`config.mk`:
```
export PLATFORM = sky130hd
export DESIGN_NAME = freq_range_ctrl
export DESIGN_NICKNAME = d
export VERILOG_FILES = /design/src/rtl/freq_range_ctrl.sv
export SDC_FILE = /design/constraint.sdc
export NUM_CORES = 1
export LEC_CHECK = 0
export ABC_AREA = 0
export CORE_MARGIN = 3
export CORE_UTILIZATION = 38
export CTS_BUF_LIST = sky130_fd_sc_hd__clkbuf_8
export DETAILED_ROUTE_END_ITERATION = 10
export PLACE_DENSITY = 0.89
export SLEW_MARGIN = 40
export SYNTH_ARGS = -nofsm -noshare
export SYNTH_HDL_FRONTEND = slang
export SYNTH_SLANG_ARGS = --single-unit
```
`constraint.sdc`:
```
create_clock -name clk_in -period 3.6 [get_ports clk_in]
set_input_delay 0.72 -clock clk_in [delete_from_list [all_inputs] [get_ports clk_in]]
set_output_delay 0.72 -clock clk_in [all_outputs]
set_load 0.05 [all_outputs]
```
`src/rtl/freq_range_ctrl.sv`:
```
// freq_range_ctrl
//   Sequences the decade-range select of the DDFS frequency divider.
//   Up/down button rising edges move a saturating requested range (target);
//   the request is applied to freq_cntrl only on a divider wrap so the
//   divided clock never produces a runt period.
//
//   Optional feature macro: RANGE_SWEEP_EN
//     defined   - sweep_en enables an auto-sweep through 0..RANGE_MAX with
//                 a dwell of dwell_cycles clk_in cycles per range.
//     undefined - manual-only; sweep_en and dwell_cycles are ignored.
//
// Ports
//   clk_in        system clock, rising edge
//   rst_n         asynchronous active-low reset
//   btn_up        level, debounced; rising edge requests range+1
//   btn_down      level, debounced; rising edge requests range-1
//   sweep_en      level; enables auto-sweep (RANGE_SWEEP_EN only)
//   dwell_cycles  cycles spent at each range while sweeping
//   div_wrap      one-cycle pulse when the divider counter reloads
//   freq_cntrl    applied range code
//   target        requested range code
//   pending       high while a requested change waits for div_wrap
//   range_changed one-cycle pulse after freq_cntrl updates
module freq_range_ctrl #(
  parameter int unsigned RANGE_MAX = 6,
  parameter int unsigned DWELL_W   = 24
) (
  input  logic               clk_in,
  input  logic               rst_n,
  input  logic               btn_up,
  input  logic               btn_down,
  input  logic               sweep_en,
  input  logic [DWELL_W-1:0] dwell_cycles,
  input  logic               div_wrap,
  output logic [2:0]         freq_cntrl,
  output logic [2:0]         target,
  output logic               pending,
  output logic               range_changed
);

  typedef enum logic [1:0] {
    IDLE      = 2'd0,
    WAIT_WRAP = 2'd1,
    DWELL     = 2'd2
  } state_t;

  localparam logic [2:0] RMAX = 3'(RANGE_MAX);

  state_t     state, state_nx;
  logic       up_q, down_q;
  logic       up_edge, down_edge;
  logic [2:0] target_nx, freq_nx;
  logic       changed_nx;
  logic       sweep_act;

`ifdef RANGE_SWEEP_EN
  logic [DWELL_W-1:0] dwell_cnt, dwell_nx, dwell_load;
  assign sweep_act  = sweep_en;
  assign dwell_load = (dwell_cycles == '0) ? DWELL_W'(1) : dwell_cycles;
`else
  logic unused_sweep;
  assign sweep_act    = 1'b0;
  assign unused_sweep = ^{sweep_en, dwell_cycles};
`endif

  assign up_edge   = btn_up & ~up_q;
  assign down_edge = btn_down & ~down_q;

  always_comb begin
    state_nx   = state;
    target_nx  = target;
    freq_nx    = freq_cntrl;
    changed_nx = 1'b0;
`ifdef RANGE_SWEEP_EN
    dwell_nx   = dwell_cnt;
`endif

    // Manual requests; simultaneous edges cancel out.
    if (!sweep_act && up_edge && !down_edge)
      target_nx = (target == RMAX) ? target : target + 3'd1;
    else if (!sweep_act && down_edge && !up_edge)
      target_nx = (target == 3'd0) ? target : target - 3'd1;

    case (state)
      IDLE: begin
`ifdef RANGE_SWEEP_EN
        if (sweep_act) begin
          dwell_nx = dwell_load;
          state_nx = DWELL;
        end else
`endif
        if (target != freq_cntrl)
          state_nx = WAIT_WRAP;
      end

      WAIT_WRAP: begin
        if (div_wrap) begin
          freq_nx    = target;
          changed_nx = 1'b1;
          state_nx   = IDLE;
`ifdef RANGE_SWEEP_EN
          // Direct hand-off to DWELL must reload the dwell counter here,
          // since IDLE (the usual loader) is skipped.
          if (sweep_act) begin
            dwell_nx = dwell_load;
            state_nx = DWELL;
          end
`endif
        end else if (target == freq_cntrl) begin
          state_nx = IDLE;
        end
      end

`ifdef RANGE_SWEEP_EN
      DWELL: begin
        if (!sweep_act) begin
          target_nx = freq_cntrl;
          state_nx  = IDLE;
        end else if (dwell_cnt <= DWELL_W'(1)) begin
          target_nx = (target == RMAX) ? 3'd0 : target + 3'd1;
          state_nx  = WAIT_WRAP;
        end else begin
          dwell_nx = dwell_cnt - DWELL_W'(1);
        end
      end
`endif

      default: state_nx = IDLE;
    endcase
  end

  always_ff @(posedge clk_in or negedge rst_n) begin
    if (!rst_n) begin
      state         <= IDLE;
      up_q          <= 1'b0;
      down_q        <= 1'b0;
      target        <= '0;
      freq_cntrl    <= '0;
      pending       <= 1'b0;
      range_changed <= 1'b0;
`ifdef RANGE_SWEEP_EN
      dwell_cnt     <= '0;
`endif
    end else begin
      state         <= state_nx;
      up_q          <= btn_up;
      down_q        <= btn_down;
      target        <= target_nx;
      freq_cntrl    <= freq_nx;
      pending       <= (state_nx == WAIT_WRAP);
      range_changed <= changed_nx;
`ifdef RANGE_SWEEP_EN
      dwell_cnt     <= dwell_nx;
`endif
    end
  end

endmodule

```
==> results.sh, run 1 <==
export IMPL_status="complete, no violations"
export IMPL_antenna_found_initial=0
export IMPL_cp_required_ns=3.72
export IMPL_p_comb_share_pct=49.9
export IMPL_diodes=0
export IMPL_ant_nets=0
export IMPL_dp_hpwl_microns=752.8
export IMPL_grt_start_max_net_pins=13
export IMPL_synth_area_leaders="dfrtp_1 (52%), mux2_2 (5.8%), xor2_1 (4.5%), fa_1 (3.5%), o21ai_0 (3.5%)"
export IMPL_portBuffers=12
export IMPL_cts_tree="done"
export IMPL_rsz0062_at_grt="false"
export IMPL_p_clk_share_pct=16.0
export IMPL_cts_root_buf="clkbuf_8"
export IMPL_hold_buffers=0
export IMPL_viasPerCell=5.321
export IMPL_nets=97
export IMPL_first_pass_iters=4
export IMPL_hold_violations=0
export IMPL_p_int_uw=402.1
export IMPL_max_clock_path_buffers=2
export IMPL_fin_crit_sh_pct=67.97
export IMPL_synth_seq_cells=12
export IMPL_post_cts_buffers=0
export IMPL_syn_inst=50
export IMPL_htree_levels=1
export IMPL_drv_cap=0
export IMPL_fp_dieH_microns=45.05
export IMPL_pin_count=38
export IMPL_multi_input_area_sq_um=255.2
export IMPL_drc=0
export IMPL_synth_cell_type_count=25
export IMPL_setup_ws_ns=1.153
export IMPL_avgSynthCellArea_sq_um=11.59
export IMPL_numCtsBuffers=3
export IMPL_vias=415
export IMPL_cts_repair_resized=0
export IMPL_final_util_pct=54.40
export IMPL_synth_flop_cell="dfrtp_1"
export IMPL_ir_worst_vdd_mv=0.6333
export IMPL_seq_power_share_pct=34.1
export IMPL_initialDrtViolationCount=6
export IMPL_grt_pass1_vias=448
export IMPL_power_density_nw_per_um2=992.2
export IMPL_ff_latch_area_sq_um=300.3
export IMPL_final_cell_mix="dfrtp_1 (12), clkdlybuf4s50_1 (12), o21ai_0 (4)"
export IMPL_synth_edf_count=0
export IMPL_dpl_cell_area_sq_um=701.9
export IMPL_switching_power_uw=335.3
export IMPL_cts_sinks=12
export IMPL_cp_max_fo=8
export IMPL_synth_warnings=0
export IMPL_p_leak_nw=0.3281
export IMPL_yosys_area_top_type="dfrtp_1"
export IMPL_core_sq_um=1366
export IMPL_slew_headroom_pct=63.71
export IMPL_gp_congestion=0.6912
export IMPL_grt_overflow_total=0
export IMPL_die_x_microns=45.05
export IMPL_dpl_cell_count=75
export IMPL_finalInstanceArea_sq_um=743.2
export IMPL_seq_area_frac_synth_pct=51.84
export IMPL_core_rowCount=13
export IMPL_swShare_pct=45.48
export IMPL_tns_ns=0
export IMPL_synth_area_sq_um=579.3
export IMPL_die_area_sq_um=2029
export IMPL_crit_type="in2reg"
export IMPL_synth_top_cell_area_share_pct=51.84
export IMPL_max_freq_mhz=408.7
export IMPL_cp_end_kind="flop"
export IMPL_wirelength_microns=983
export IMPL_wire_per_inst_microns=12.60
export IMPL_period_needed_ns=2.447
export IMPL_initial_core_util_pct=42.40
export IMPL_drive_gt1_share_pct=12.70
export IMPL_r2r_slack_ns=1.77
export IMPL_holdCritPathClass="reg2reg"
export IMPL_worst_pin_slew_ns=0.5427
export IMPL_fill_cells=139
export IMPL_clock_latency_ns=0.24
export IMPL_area_delta_synth_final_pct=28.29
export IMPL_crit_arrival_ns=2.57
export IMPL_pre_cts_ws_ns=0.8968
export IMPL_grt_pass1_wl_microns=1842
export IMPL_syn_num_nets=82
export IMPL_cp_start_kind="primary input"
export IMPL_grtUsageTotal_pct=12.66
export IMPL_synthArstFlopShare_pct=100.0
export IMPL_skew_ns=0.004625
export IMPL_clk_pin_slew_ns=0.05
export IMPL_setup_viol=0
export IMPL_slew_viol_final=0
export IMPL_final_cells=78
logic make-up after synthesis:
| logic type | synth area share [%] |
|---|---|
| buffers and inverters | 4.103 |
| adder cells (fa/ha/maj) | 5.615 |
| multiplexers | 5.831 |
| flip-flops | 51.84 |
| other | 0.6473 |
| AND/OR/NAND/NOR | 16.41 |
| XOR/XNOR | 4.536 |
| AO/OA/AOI/OAI | 11.01 |
metrics by stage:
step / power (mW) / hold slack (ns)
6_report: 0.7374 / 0.4535
5_1_grt: 0.7873 / 0.4914
4_1_cts: 0.7455 / 0.4583
3_5_place_dp: 0.6248 / 0.4573
3_3_place_gp: 0.6097 / 0.4269
2_1_floorplan: 0.5185 / 0.4188
power groups by stage:
stage          registers (mW)  logic, mW  clock network [mW]
2_1_floorplan           0.366      0.152                   0
3_3_place_gp            0.249      0.361                   0
3_5_place_dp            0.255      0.370                   0
4_1_cts                 0.252      0.371               0.122
5_1_grt                 0.265      0.393               0.130
6_report                0.251      0.368               0.118
registers in the layout, summed over array words and instances, names as in the netlist:
register	count
freq_cntrl	3
target	3
state	2
down_q	1
pending	1
range_changed	1
up_q	1
cell type report:
| type | instances | share of cell area [%] |
|---|---|---|
| timing repair buffer | 12 | 16.16 |
| sequential | 12 | 40.40 |
| clock buffer | 3 | 5.556 |
| inverter | 2 | 1.010 |
| multi-input combinational | 34 | 34.34 |
| tap | 15 | 2.525 |
metal layers:
layer	GRT usage [%]	vias up	routed length (microns)
li1	-	205	-
met1	16.15	197	453
met2	19.21	10	467
met3	2.390	3	39
met4	8.772	0	23
met5	0	-	0
worst max-delay path, stage by stage:
cell and delay [ns]:
clkdlybuf4s50_1 0.47, nor2b_1 0.14, ha_1 0.29, inv_1 0.11, fa_1 0.46, o21ai_0 0.14, o21ai_0 0.10, a21o_1 0.15
synth_stat cells, drive strengths merged, types with 2 or more instances:
cell type,number
a211oi,2
a21o,2
dfrtp,12
inv,2
mux2,3
nand2b,2
nor2b,2
nor3,2
nor4,2
o21ai,4
xor2,3
final timing paths:
kind / start / to / cells past startpoint
worst max-delay path: btn_up / target[1] / 8
worst min-delay path: state[1] / pending / 1
worst max register to register: up_q / target[1] / 7
worst min register to register: state[1] / pending / 1
max in group asynchronous: rst_n / state[1] / 1
min in group asynchronous: rst_n / freq_cntrl[0] / 1
(Power assumes the default switching activity.)
==> run 2: changes to the inputs <==
--- a/config.mk
+++ b/config.mk
@@ -7,10 +7,10 @@
 export LEC_CHECK = 0
 export ABC_AREA = 0
 export CORE_MARGIN = 3
-export CORE_UTILIZATION = 38
+export CORE_UTILIZATION = 33
 export CTS_BUF_LIST = sky130_fd_sc_hd__clkbuf_8
 export DETAILED_ROUTE_END_ITERATION = 10
-export PLACE_DENSITY = 0.89
+export PLACE_DENSITY = 0.83
 export SLEW_MARGIN = 40
 export SYNTH_ARGS = -nofsm -noshare
 export SYNTH_HDL_FRONTEND = slang
==> constraint.sdc (replaced) <==
create_clock -name clk_in -period 2.2 [get_ports clk_in]
set_input_delay 0.44 -clock clk_in [delete_from_list [all_inputs] [get_ports clk_in]]
set_output_delay 0.44 -clock clk_in [all_outputs]
set_load 0.05 [all_outputs]
==> results.sh, run 2 (synthesis results as in run 1) <==
export IMPL_grt_pass1_vias=404
export IMPL_crit_arrival_ns=1.62
export IMPL_cts_root_buf="clkbuf_8"
export IMPL_hold_buffers=0
export IMPL_tns_ns=0
export IMPL_die_area_sq_um=2294
export IMPL_viasPerCell=5.205
export IMPL_clock_latency_ns=0.24
export IMPL_antenna_found_initial=0
export IMPL_r2r_slack_ns=0.53
export IMPL_cp_start_kind="flop"
export IMPL_fp_dieH_microns=47.90
export IMPL_die_x_microns=47.90
export IMPL_grtUsageTotal_pct=12.26
export IMPL_crit_type="reg2out"
export IMPL_grt_overflow_total=0
export IMPL_numCtsBuffers=3
export IMPL_power_density_nw_per_um2=1643
export IMPL_initial_core_util_pct=36.75
export IMPL_report_power_total_mw=1.283
export IMPL_cp_required_ns=1.76
export IMPL_pin_count=38
export IMPL_slew_viol_final=0
export IMPL_max_clock_path_buffers=2
export IMPL_cts_sinks=12
export IMPL_rsz0062_at_grt="false"
export IMPL_grt_pass1_wl_microns=1828
export IMPL_core_sq_um=1577
export IMPL_p_leak_nw=0.3501
export IMPL_setup_viol=0
export IMPL_critPathTopFamily="buffers and inverters"
export IMPL_min_from="state[1]"
export IMPL_drv_cap=0
export IMPL_cts_repair_resized=0
export IMPL_max_freq_mhz=485.0
export IMPL_period_needed_ns=2.062
export IMPL_min_path_cells=1
export IMPL_clk_pin_slew_ns=0.05
export IMPL_wire_per_inst_microns=12.33
export IMPL_ant_nets=0
export IMPL_initialDrtViolationCount=4
export IMPL_ir_worst_vdd_mv=0.7850
export IMPL_r2r_end="target[1]"
export IMPL_drive_gt1_share_pct=17.91
export IMPL_portBuffers=12
export IMPL_gp_congestion=0.7130
export IMPL_final_cell_mix="dfrtp_1 (12), clkdlybuf4s50_1 (12), clkbuf_8 (4)"
export IMPL_cp_max_fo=10
export IMPL_worst_path_largest_cell_delay_ns=0.87
export IMPL_holdCritPathClass="reg2reg"
export IMPL_dp_hpwl_microns=754.7
export IMPL_nets=100
export IMPL_cp_end_kind="primary output"
export IMPL_path_buf_inv=1
export IMPL_diodes=0
export IMPL_crit_chain="clkdlybuf4s50_1"
export IMPL_finalInstanceArea_sq_um=780.7
export IMPL_post_cts_buffers=0
export IMPL_cts_tree="done"
export IMPL_grt_start_max_net_pins=13
export IMPL_vias=432
export IMPL_rr_startpoint="down_q"
export IMPL_r2r_cells=7
export IMPL_worst_pin_slew_ns=0.5089
export IMPL_status="complete, no violations"
export IMPL_area_delta_synth_final_pct=34.77
export IMPL_hold_violations=0
export IMPL_htree_levels=1
export IMPL_crit_slowest_cell="clkdlybuf4s50_1"
export IMPL_fin_crit_sh_pct=93.73
export IMPL_slew_headroom_pct=65.96
export IMPL_wirelength_microns=1023
export IMPL_skew_ns=0.0006796
export IMPL_dpl_cell_area_sq_um=725.7
export IMPL_worstHoldEndpoint="pending"
export IMPL_biggestRegsByFlops="freq_cntrl x3, target x3, state x2"
export IMPL_first_pass_iters=3
export IMPL_drc=0
export IMPL_setup_ws_ns=0.1380
export IMPL_pre_cts_ws_ns=-0.04745
export IMPL_core_rowCount=14
-- run 2: cell types whose count changed in the layout (fill, tap and decap cells not counted), sizes merged --
| cell | delta |
|---|---|
| clkbuf | +1 |
| buf | +3 |
-- run 2: worst max path at each step --
stage	startpoint	endpoint	slack (ns)	cells past startpoint
after floorplan	btn_up	target[1]	0.41	7
after global placement	btn_up	target[1]	-0.02	8
after detailed placement	btn_up	target[1]	-0.05	8
after CTS	target[1]	target[1]	0.13	1
after global routing	btn_up	target[1]	0.07	8
final	target[1]	target[1]	0.14	1
-- run 2: cell type report --
cell class	count	area (sq um)
Inverter	2	7.507
Sequential cell	12	300.3
Multi-Input combinational cell	34	255.2
Fill cell	148	795.8
Tap cell	16	20.02
Clock buffer	4	55.05
Timing Repair Buffer	15	142.6
-- run 2: metal layers --
layer	vias to the layer above	GRT usage (%)	part of all wire [%]	wire length, microns
li1	210	-	-	-
met3	5	3.383	2.9	30
met2	8	18.47	50	514
met4	0	11.29	4.7	48
met1	209	13.82	42	430
met5	-	0	0	0
-- run 2: report_power, final --
group / leakage, nW / switching [mW] / internal, mW
registers: 0.144 / 0.0691 / 0.298
logic: 0.178 / 0.412 / 0.266
clock network: 0.0288 / 0.0790 / 0.158
total: 0.350 / 0.560 / 0.722
-- run 2: stage by stage --
stage / util (%) / cells / hold slack (ns)
final: 49.52 / 83 / 0.4777
after global routing: 49.52 / 83 / 0.4931
after CTS: 49.52 / 83 / 0.4731
after detailed placement: 46.03 / 79 / 0.4552
after global placement: 46.03 / 79 / 0.4294
after floorplan: - / 50 / 0.1444
